File: config.mk
export PLATFORM = sky130hd
export DESIGN_NAME = pc_fetch_sequencer
export DESIGN_NICKNAME = d
export VERILOG_FILES = /design/src/rtl/pc_seq_pkg.sv /design/src/rtl/pc_redirect_buffer.sv /design/src/rtl/pc_fetch_sequencer.sv
export SDC_FILE = /design/constraint.sdc
export NUM_CORES = 1
export LEC_CHECK = 0
export CORE_ASPECT_RATIO = 1.2
export CORE_UTILIZATION = 53
export CTS_CLUSTER_SIZE = 25
export DETAILED_ROUTE_END_ITERATION = 7
export MAX_ROUTING_LAYER = met4
export PLACE_DENSITY = 0.85
export SLEW_MARGIN = 20
export SYNTH_ARGS = -nofsm -noshare
export SYNTH_HDL_FRONTEND = slang
export SYNTH_SLANG_ARGS = --single-unit
File: constraint.sdc
create_clock -name Clk -period 6.1 [get_ports Clk]
set_input_delay 1.83 -clock Clk [delete_from_list [all_inputs] [get_ports Clk]]
set_output_delay 1.83 -clock Clk [all_outputs]
set_load 0.02 [all_outputs]
File: src/rtl/pc_seq_pkg.sv
// pc_seq_pkg: shared types and defaults for the PC fetch sequencer.
//   seq_state_e  - sequencer state (HOLD, RUN, STALLED, FLUSH)
//   redir_kind_e - kind of a redirect (NONE, BR, JMP)
//   *_DEF        - default parameter values for the top
package pc_seq_pkg;

   typedef enum logic [1:0] {HOLD, RUN, STALLED, FLUSH} seq_state_e;
   typedef enum logic [1:0] {NONE, BR, JMP}             redir_kind_e;

   localparam int INSTR_BYTES_DEF = 4;
   localparam int LAST_ADDR_DEF   = 36;

endpackage

File: src/rtl/pc_redirect_buffer.sv
// pc_redirect_buffer: holds one redirect that arrived while fetch was stalled.
//   Clk, Reset   - clock, async active-high reset (clears the entry)
//   capture      - offer cap_kind/cap_target this cycle (ignored if kind NONE)
//   clear        - drop the entry (takes precedence over capture)
//   pend_valid   - an entry is held
//   pend_kind    - BR or JMP of the held entry (NONE when empty)
//   pend_target  - aligned target of the held entry
module pc_redirect_buffer
   import pc_seq_pkg::*;
#(
   parameter int ADDR_W = 32
) (
   input  logic              Clk,
   input  logic              Reset,
   input  logic              capture,
   input  redir_kind_e       cap_kind,
   input  logic [ADDR_W-1:0] cap_target,
   input  logic              clear,
   output logic              pend_valid,
   output redir_kind_e       pend_kind,
   output logic [ADDR_W-1:0] pend_target
);

   // A held branch is from an older instruction than any later jump, so a
   // jump must not displace it; anything else overwrites.
   logic keep_old;
   assign keep_old = (pend_kind == BR) && (cap_kind == JMP);

   always_ff @(posedge Clk or posedge Reset) begin
      if (Reset) begin
         pend_kind   <= NONE;
         pend_target <= '0;
      end else if (clear) begin
         pend_kind   <= NONE;
         pend_target <= '0;
      end else if (capture && (cap_kind != NONE) && !keep_old) begin
         pend_kind   <= cap_kind;
         pend_target <= cap_target;
      end
   end

   assign pend_valid = (pend_kind != NONE);

endmodule

File: src/rtl/pc_fetch_sequencer.sv
// pc_fetch_sequencer: next-address controller for the program counter.
//   Clk, Reset               - clock, async active-high reset
//   PCCurrent                - current PC register value
//   Stall                    - hazard unit fetch hold request
//   BranchTaken/BranchTarget - resolved taken branch and destination
//   Jump/JumpTarget          - decoded jump and destination
//   Address                  - next PC (combinational)
//   FetchValid               - instruction at PCCurrent is architecturally valid
//   Flush                    - squash IF/ID
//   Wrapped                  - pulse when the next address wraps to 0
module pc_fetch_sequencer
   import pc_seq_pkg::*;
#(
   parameter int ADDR_W       = 32,
   parameter int INSTR_BYTES  = INSTR_BYTES_DEF,
   parameter int LAST_ADDR    = LAST_ADDR_DEF,
   parameter int FLUSH_CYCLES = 1
) (
   input  logic              Clk,
   input  logic              Reset,
   input  logic [ADDR_W-1:0] PCCurrent,
   input  logic              Stall,
   input  logic              BranchTaken,
   input  logic [ADDR_W-1:0] BranchTarget,
   input  logic              Jump,
   input  logic [ADDR_W-1:0] JumpTarget,
   output logic [ADDR_W-1:0] Address,
   output logic              FetchValid,
   output logic              Flush,
   output logic              Wrapped
);

   localparam logic [ADDR_W-1:0] ALIGN_MASK = ~ADDR_W'(INSTR_BYTES - 1);
   localparam logic [ADDR_W-1:0] LAST       = ADDR_W'(LAST_ADDR);
   localparam logic [1:0]        CNT_INIT   = 2'(FLUSH_CYCLES);

   seq_state_e        state, nstate;
   logic [1:0]        cnt;
   logic              cnt_load;

   redir_kind_e       rd_kind;
   logic [ADDR_W-1:0] br_tgt, jp_tgt, rd_tgt, incr, sel;
   logic              in_hold, wrap_hit;

   logic              cap, clr, pend_valid;
   redir_kind_e       pend_kind;
   logic [ADDR_W-1:0] pend_target;

   // Branch wins over jump: it belongs to the older instruction.
   assign br_tgt  = BranchTarget & ALIGN_MASK;
   assign jp_tgt  = JumpTarget & ALIGN_MASK;
   assign rd_kind = BranchTaken ? BR : (Jump ? JMP : NONE);
   assign rd_tgt  = BranchTaken ? br_tgt : jp_tgt;
   assign incr    = PCCurrent + ADDR_W'(INSTR_BYTES);

   pc_redirect_buffer #(.ADDR_W(ADDR_W)) u_rbuf (
      .Clk         (Clk),
      .Reset       (Reset),
      .capture     (cap),
      .cap_kind    (rd_kind),
      .cap_target  (rd_tgt),
      .clear       (clr),
      .pend_valid  (pend_valid),
      .pend_kind   (pend_kind),
      .pend_target (pend_target)
   );

   always_ff @(posedge Clk or posedge Reset) begin
      if (Reset) begin
         state <= HOLD;
         cnt   <= '0;
      end else begin
         state <= nstate;
         if (cnt_load)
            cnt <= CNT_INIT;
         else if (state == FLUSH && cnt != 2'd0)
            cnt <= cnt - 2'd1;
      end
   end

   always_comb begin
      nstate     = state;
      sel        = incr;
      FetchValid = 1'b0;
      Flush      = 1'b0;
      in_hold    = 1'b0;
      cap        = 1'b0;
      clr        = 1'b0;
      cnt_load   = 1'b0;
      case (state)
         HOLD: begin
            in_hold = 1'b1;
            nstate  = RUN;
         end
         RUN: begin
            FetchValid = 1'b1;
            if (rd_kind != NONE && !Stall) begin
               sel      = rd_tgt;
               cnt_load = 1'b1;
               nstate   = FLUSH;
            end else if (Stall) begin
               sel    = PCCurrent;
               cap    = 1'b1;
               nstate = STALLED;
            end
         end
         STALLED: begin
            if (Stall) begin
               sel = PCCurrent;
               cap = 1'b1;
            end else if (pend_valid) begin
               sel      = pend_target;
               clr      = 1'b1;
               cnt_load = 1'b1;
               nstate   = FLUSH;
            end else if (rd_kind != NONE) begin
               sel      = rd_tgt;
               cnt_load = 1'b1;
               nstate   = FLUSH;
            end else begin
               nstate = RUN;
            end
         end
         FLUSH: begin
            Flush = 1'b1;
            // Jumps here come from squashed instructions; only a branch counts.
            if (BranchTaken) begin
               sel      = br_tgt;
               cnt_load = 1'b1;
            end else if (cnt <= 2'd1) begin
               nstate = RUN;
            end
         end
      endcase
   end

   assign wrap_hit = !in_hold && (sel > LAST);
   assign Wrapped  = wrap_hit;
   assign Address  = (in_hold || wrap_hit) ? '0 : sel;

endmodule

==> out/results.tsv, run 1 <==
stage	metric	value	unit
global_route	grt total ovfl	88	
placed_design	Port Buf Inserts	105	
synth	post-synthesis sequential area ratio	0.144	
synth	Yosys reg bits	36	
global_route	first-pass GRT wire length	72.0	mm
synth	yosys warns	0	
clocking	root buf cell	clkbuf_16	
synth	Avg Cell Area, Syn	7.19	um2
placed_design	placed cell areas	8900	um2
synth	simple logic cell fraction of the synthesized area	0.295	
synth	ys flop type	dfrtp_1	
synth	Adder-Cell Fraction of Synth Area	0.0140	
synth	mux share of post-synthesis cell area	0.0479	
placed_design	routability cong.	1.18	
floorplanning	Std-Cell Rows	43	
synth	xor-xnor portion of the synthesized cell area	0.0209	
clocking	CTS Sinks	36	
synth	Distinct cells, synth	91	
run_status	status	stopped before the end	
synth	share of the synthesized area in the top cell type	0.144	
placed_design	pre-CTS setup slack	-1120	ps
synth	EDFF count, synth	0	
clocking	H-tree depth	2	
synth	synthesized cell area	6270	um2
synth	synth top area cells	dfrtp_1 (14%), nor2_1 (5.1%), buf_4 (4.3%)	
global_route	Total GRT Usage	0.807	
run_status	stage reached	global routing (5_1_grt)	
synth	post-synth top area cell	dfrtp_1	
placed_design	post-detail-place hpwl	22.6	mm
floorplanning	IO Pins	136	
synth	largest family of logic cells by synthesized area	compound AO/OA/AOI/OAI gates	
clocking	CTS buffer count	5	
global_route	largest net degree at the start of global routing	42	
floorplanning	Die Y	121	um
run_status	tool error	[ERROR GRT-0116] Global routing finished with congestion. Check the congestion regions in the DRC Viewer.	
clocking	hold_buf cts	0	
synth	Synth Area in Compound Gates	0.366	
global_route	number of global-route vias before repair	11800	
synth	cells after synthesis	872	
clocking	Max Buffers Root-to-Sink	2	
synth	share of async-settable or async-resettable flops after synthesis	1.00	
floorplanning	Die X	101	um
floorplanning	starting density of the core	0.542	
==> metrics by stage <==
| stage | utilization | hold slack [ps] | std cells |
|---|---|---|---|
| floorplan | - | 481 | 897 |
| global placement | 0.770 | 499 | 1298 |
| detailed placement | 0.770 | 543 | 1298 |
| CTS | 0.874 | 556 | 1346 |
==> routing by layer <==
| metal | GRT overflow | global-route usage |
|---|---|---|
| met1 | 4 | 0.819 |
| met2 | 53 | 0.934 |
| met3 | 0 | 0.639 |
| met4 | 31 | 0.773 |
| met5 | - | - |
==> cells by family after synthesis <==
family	Yosys count
simple gates	340
compound gates	313
buf+inv	131
flops	36
mux	29
xor+xnor	15
fa+ha+maj	7
other cells	1
==> Yosys cell counts, types with 14 or more instances <==
master     number
a211oi_1       27
a21oi_1        44
a31oi_1        14
buf_2          25
buf_4          36
clkbuf_1       40
dfrtp_1        36
inv_1          18
mux2i_1        21
nand2_1        63
nand2b_1       26
nand3_1        26
nand4_1        15
nor2_1         86
nor3_1         32
o2111ai_1      18
o211ai_1       22
o21ai_0        49
==> timing repair <==
action / CTS
gates cloned: 3
setup endpoints to repair: 7
gates resized for setup: 301
buffers inserted: 37
pin swaps: 88
==> inputs of run 2 (changes only) <==
--- a/config.mk
+++ b/config.mk
@@ -5,12 +5,9 @@
 export SDC_FILE = /design/constraint.sdc
 export NUM_CORES = 1
 export LEC_CHECK = 0
-export CORE_ASPECT_RATIO = 1.2
-export CORE_UTILIZATION = 53
-export CTS_CLUSTER_SIZE = 25
+export CORE_UTILIZATION = 40
 export DETAILED_ROUTE_END_ITERATION = 7
-export MAX_ROUTING_LAYER = met4
-export PLACE_DENSITY = 0.85
+export PLACE_DENSITY_LB_ADDON = 0.15
 export SLEW_MARGIN = 20
 export SYNTH_ARGS = -nofsm -noshare
 export SYNTH_HDL_FRONTEND = slang
==> out/results.tsv, run 2 <==
stage	metric	value	unit
setup_path	Worst Reg-to-Reg Cells	9	
global_route	largest net degree at the start of global routing	37	
timing	maximum clock frequency	0.161	GHz
final_layout	diodes inserted	0	
timing	final hold violations	0	
detailed_routing	Total Routed Length	34.5	mm
timing	PnR worst setup slack	-103	ps
synth	most frequent cell after synthesis	nor2_1	
synth	Distinct cells, synth	91	
setup_path	Slowest cell on crit path	o31a_1	
synth	Yosys reg bits	36	
setup_path	reg2reg setup slack	3280	ps
synth	Avg Cell Area, Syn	7.19	um2
timing	Worst slew margin	0.305	
floorplanning	IO Pins	136	
detailed_routing	Via density	6.36	
setup_path	CP endpoint kind	primary output	
setup_path	startpoint types	primary input	
global_route	Most Used Layer, Global Route	met2	
setup_path	worst r2r dst	u_rbuf.pend_target[4]$_DFFE_PP0P_	
global_route	met1 Resource Use GR	0.522	
synth	cells after synthesis	872	
global_route	grt total ovfl	0	
floorplanning	Die Y	127	um
synth	share of the synthesized area in the top cell type	0.144	
global_route	GR Util met3	0.107	
synth	synth top area cells	dfrtp_1 (14%), nor2_1 (5.1%), buf_4 (4.3%)	
placed_design	post-detail-place hpwl	26.0	mm
flow_run	MaxCap Viol Count	0	
hold_path	worst hold path type	reg -> reg	
final_layout	most frequent cells in the layout	buf_4 (275), nor2_1 (80), nand2_1 (60)	
final_layout	max reg flops	30	
hold_path	worst hold endpoint	u_rbuf.pend_kind[1]$_DFFE_PP0P_	
final_layout	number of nets in the layout	1319	
setup_path	worst-path cell chain	buf_8 > ha_4 > and4_4 > nand4_4 > o31a_1 > o211ai_1 > o2111ai_2 > nor4_2 > buf_4 > o2111ai_4 > buf_6 > nor3_2 > buf_4	
clocking	CTS buffer count	5	
placed_design	Port Buf Inserts	105	
synth	yosys warns	0	
clocking	CTS tree	done	
global_route	first-pass GRT wire length	51.8	mm
final_layout	Area Growth Syn to Fin	67.5	%
clocking	Worst-path clk slew	60	ps
synth	synthesized cell area	6270	um2
placed_design	placed cell areas	9110	um2
pwr	Pwr Density	290	nW/um2
timing	Final Skew	10.4	ps
setup_path	Worst setup startpoint	PCCurrent[3]	
global_route	initial antenna violation count	0	
setup_path	CP dominant cell by count	buf_4	
timing	Worst Tran Pin Value	1040	ps
final_layout	Most flops, register	u_rbuf.pend_target	
final_layout	Final Core Density	0.688	
detailed_routing	routed via count	9052	
detailed_routing	DRC	0	
detailed_routing	post-route ant nets	0	
floorplanning	Core Area	15300	um2
setup_path	crit path kind	in -> out	
floorplanning	Die X	127	um
global_route	Total GRT Usage	0.429	
timing	RSZ-0062 raised after global routing	yes	
setup_path	max incr delay on CP	320	ps
setup_path	CP required	4270	ps
detailed_routing	first-pass iteration count of the detailed router	6	
timing	Max Slew Vio Count	0	
detailed_routing	DR WL/cell	24.3	um
detailed_routing	Iter 0 DRT Violations	870	
synth	EDFF count, synth	0	
floorplanning	Std-Cell Rows	45	
hold_path	hold_sp	u_rbuf.pend_kind[1]$_DFFE_PP0P_	
clocking	CTS Sinks	36	
final_layout	commonest non-fill, non-tap cell in the layout	buf_4	
timing	Final setup viols	7	
clocking	H-tree depth	2	
setup_path	worst flop-to-flop path startpoint	state[1]$_DFFE_PP0P_	
setup_path	critical path peak fanout	6	
placed_design	routability cong.	1.03	
setup_path	Critical Path AT	4370	ps
final_layout	layout cell share with drive strength beyond 1	0.409	
floorplanning	Total Die Area	16200	um2
pwr	VDD IR-drop max	0.284	mV
clocking	Worst-Skew Late Latency	310	ps
synth	post-synth top area cell	dfrtp_1	
run_status	failing checks	setup timing	
clocking	Max Buffers Root-to-Sink	2	
synth	ys flop type	dfrtp_1	
timing	hold_ws	547	ps
hold_path	WHS Path Cells	2	
timing	setup TNS	-605	ps
timing	post-layout min period	6200	ps
pwr	Leak	4.38	nW
synth	share of async-settable or async-resettable flops after synthesis	1.00	
global_route	number of global-route vias before repair	8857	
synth	Post-synth top cells	nor2_1 (86), nand2_1 (63), o21ai_0 (49)	
final_layout	post-route design area	10500	um2
synth	post-synthesis sequential area ratio	0.144	
clocking	root buf cell	clkbuf_16	
timing	period utilisation layout	1.02	
run_status	status	finished, violations left	
global_route	GR Layer Usage met2	0.667	
floorplanning	starting density of the core	0.411	
clocking	hold_buf cts	0	
pwr	total power draw	3.05	mW
[run 2: cell counts after synthesis]
Identical to the previous run, type by type.
[run 2: worst max-delay path, delay by kind of cell]
kind / cells / cell delay [ps]
adder cells (fa/ha/maj): 1 / 180
buffers and inverters: 4 / 600
AO/OA/AOI/OAI: 4 / 870
AND/OR/NAND/NOR: 4 / 890
[run 2: cells by family after synthesis]
logic type,after synthesis,synth area share
other,1,0.000598
xor gates and xnor gates,15,0.0210
AOI/OAI and AO/OA,313,0.366
adders and majority gates,7,0.0140
DFF,36,0.144
buffers and inverters,131,0.112
muxes,29,0.0479
and+or+nand+nor,340,0.295
[run 2: how the worst max path moves through the flow]
stage | cells past startpoint | end
floorplan | 9 | Address[0]
global placement | 12 | Address[2]
detailed placement | 13 | Address[0]
CTS | 13 | Address[3]
global route | 11 | Address[4]
finish | 13 | Address[2]
[run 2: where the power goes]
part | leakage, nW | internal (mW) | switching [mW] | total (mW)
Clock | 0.0681 | 0.154 | 0.130 | 0.284
Combinational | 3.89 | 0.986 | 1.33 | 2.31
Sequential | 0.424 | 0.364 | 0.0854 | 0.449
Total | 4.38 | 1.50 | 1.54 | 3.05
[run 2: cell type report]
cell class                      count  area, um2
Sequential cell                    36        901
Tap cell                          211        264
Inverter                           19       71.3
Fill cell                        1336       4760
Multi-Input combinational cell    730       5570
Timing Repair Buffer              419       3560
Clock buffer                        7        133
Clock inverter                      1       8.76
[run 2: per-stage QoR]
stage | instances | worst slack [ps]
3_5_place_dp | 1368 | -1340
3_3_place_gp | 1368 | -1280
2_1_floorplan | 897 | -57.8
4_1_cts | 1417 | -37.7
6_report | 1423 | -103
5_1_grt | 1423 | -218
[run 2: timing repair]
action / in CTS / in global routing
cloned: 1 / 0
gates resized for setup: 343 / 36
endpoints found under the setup margin: 7 / 7
pin swaps: 89 / 29
setup buffers: 41 / 6
[run 2: layer usage]
layer,share of wire,wire length [um],vias up
met1,0.38,13100,4259
met5,0,0,-
met3,0.11,3730,161
met2,0.44,15100,623
li1,-,-,4009
met4,0.077,2660,0
No activity file was read; power rests on OpenSTA's default activity.
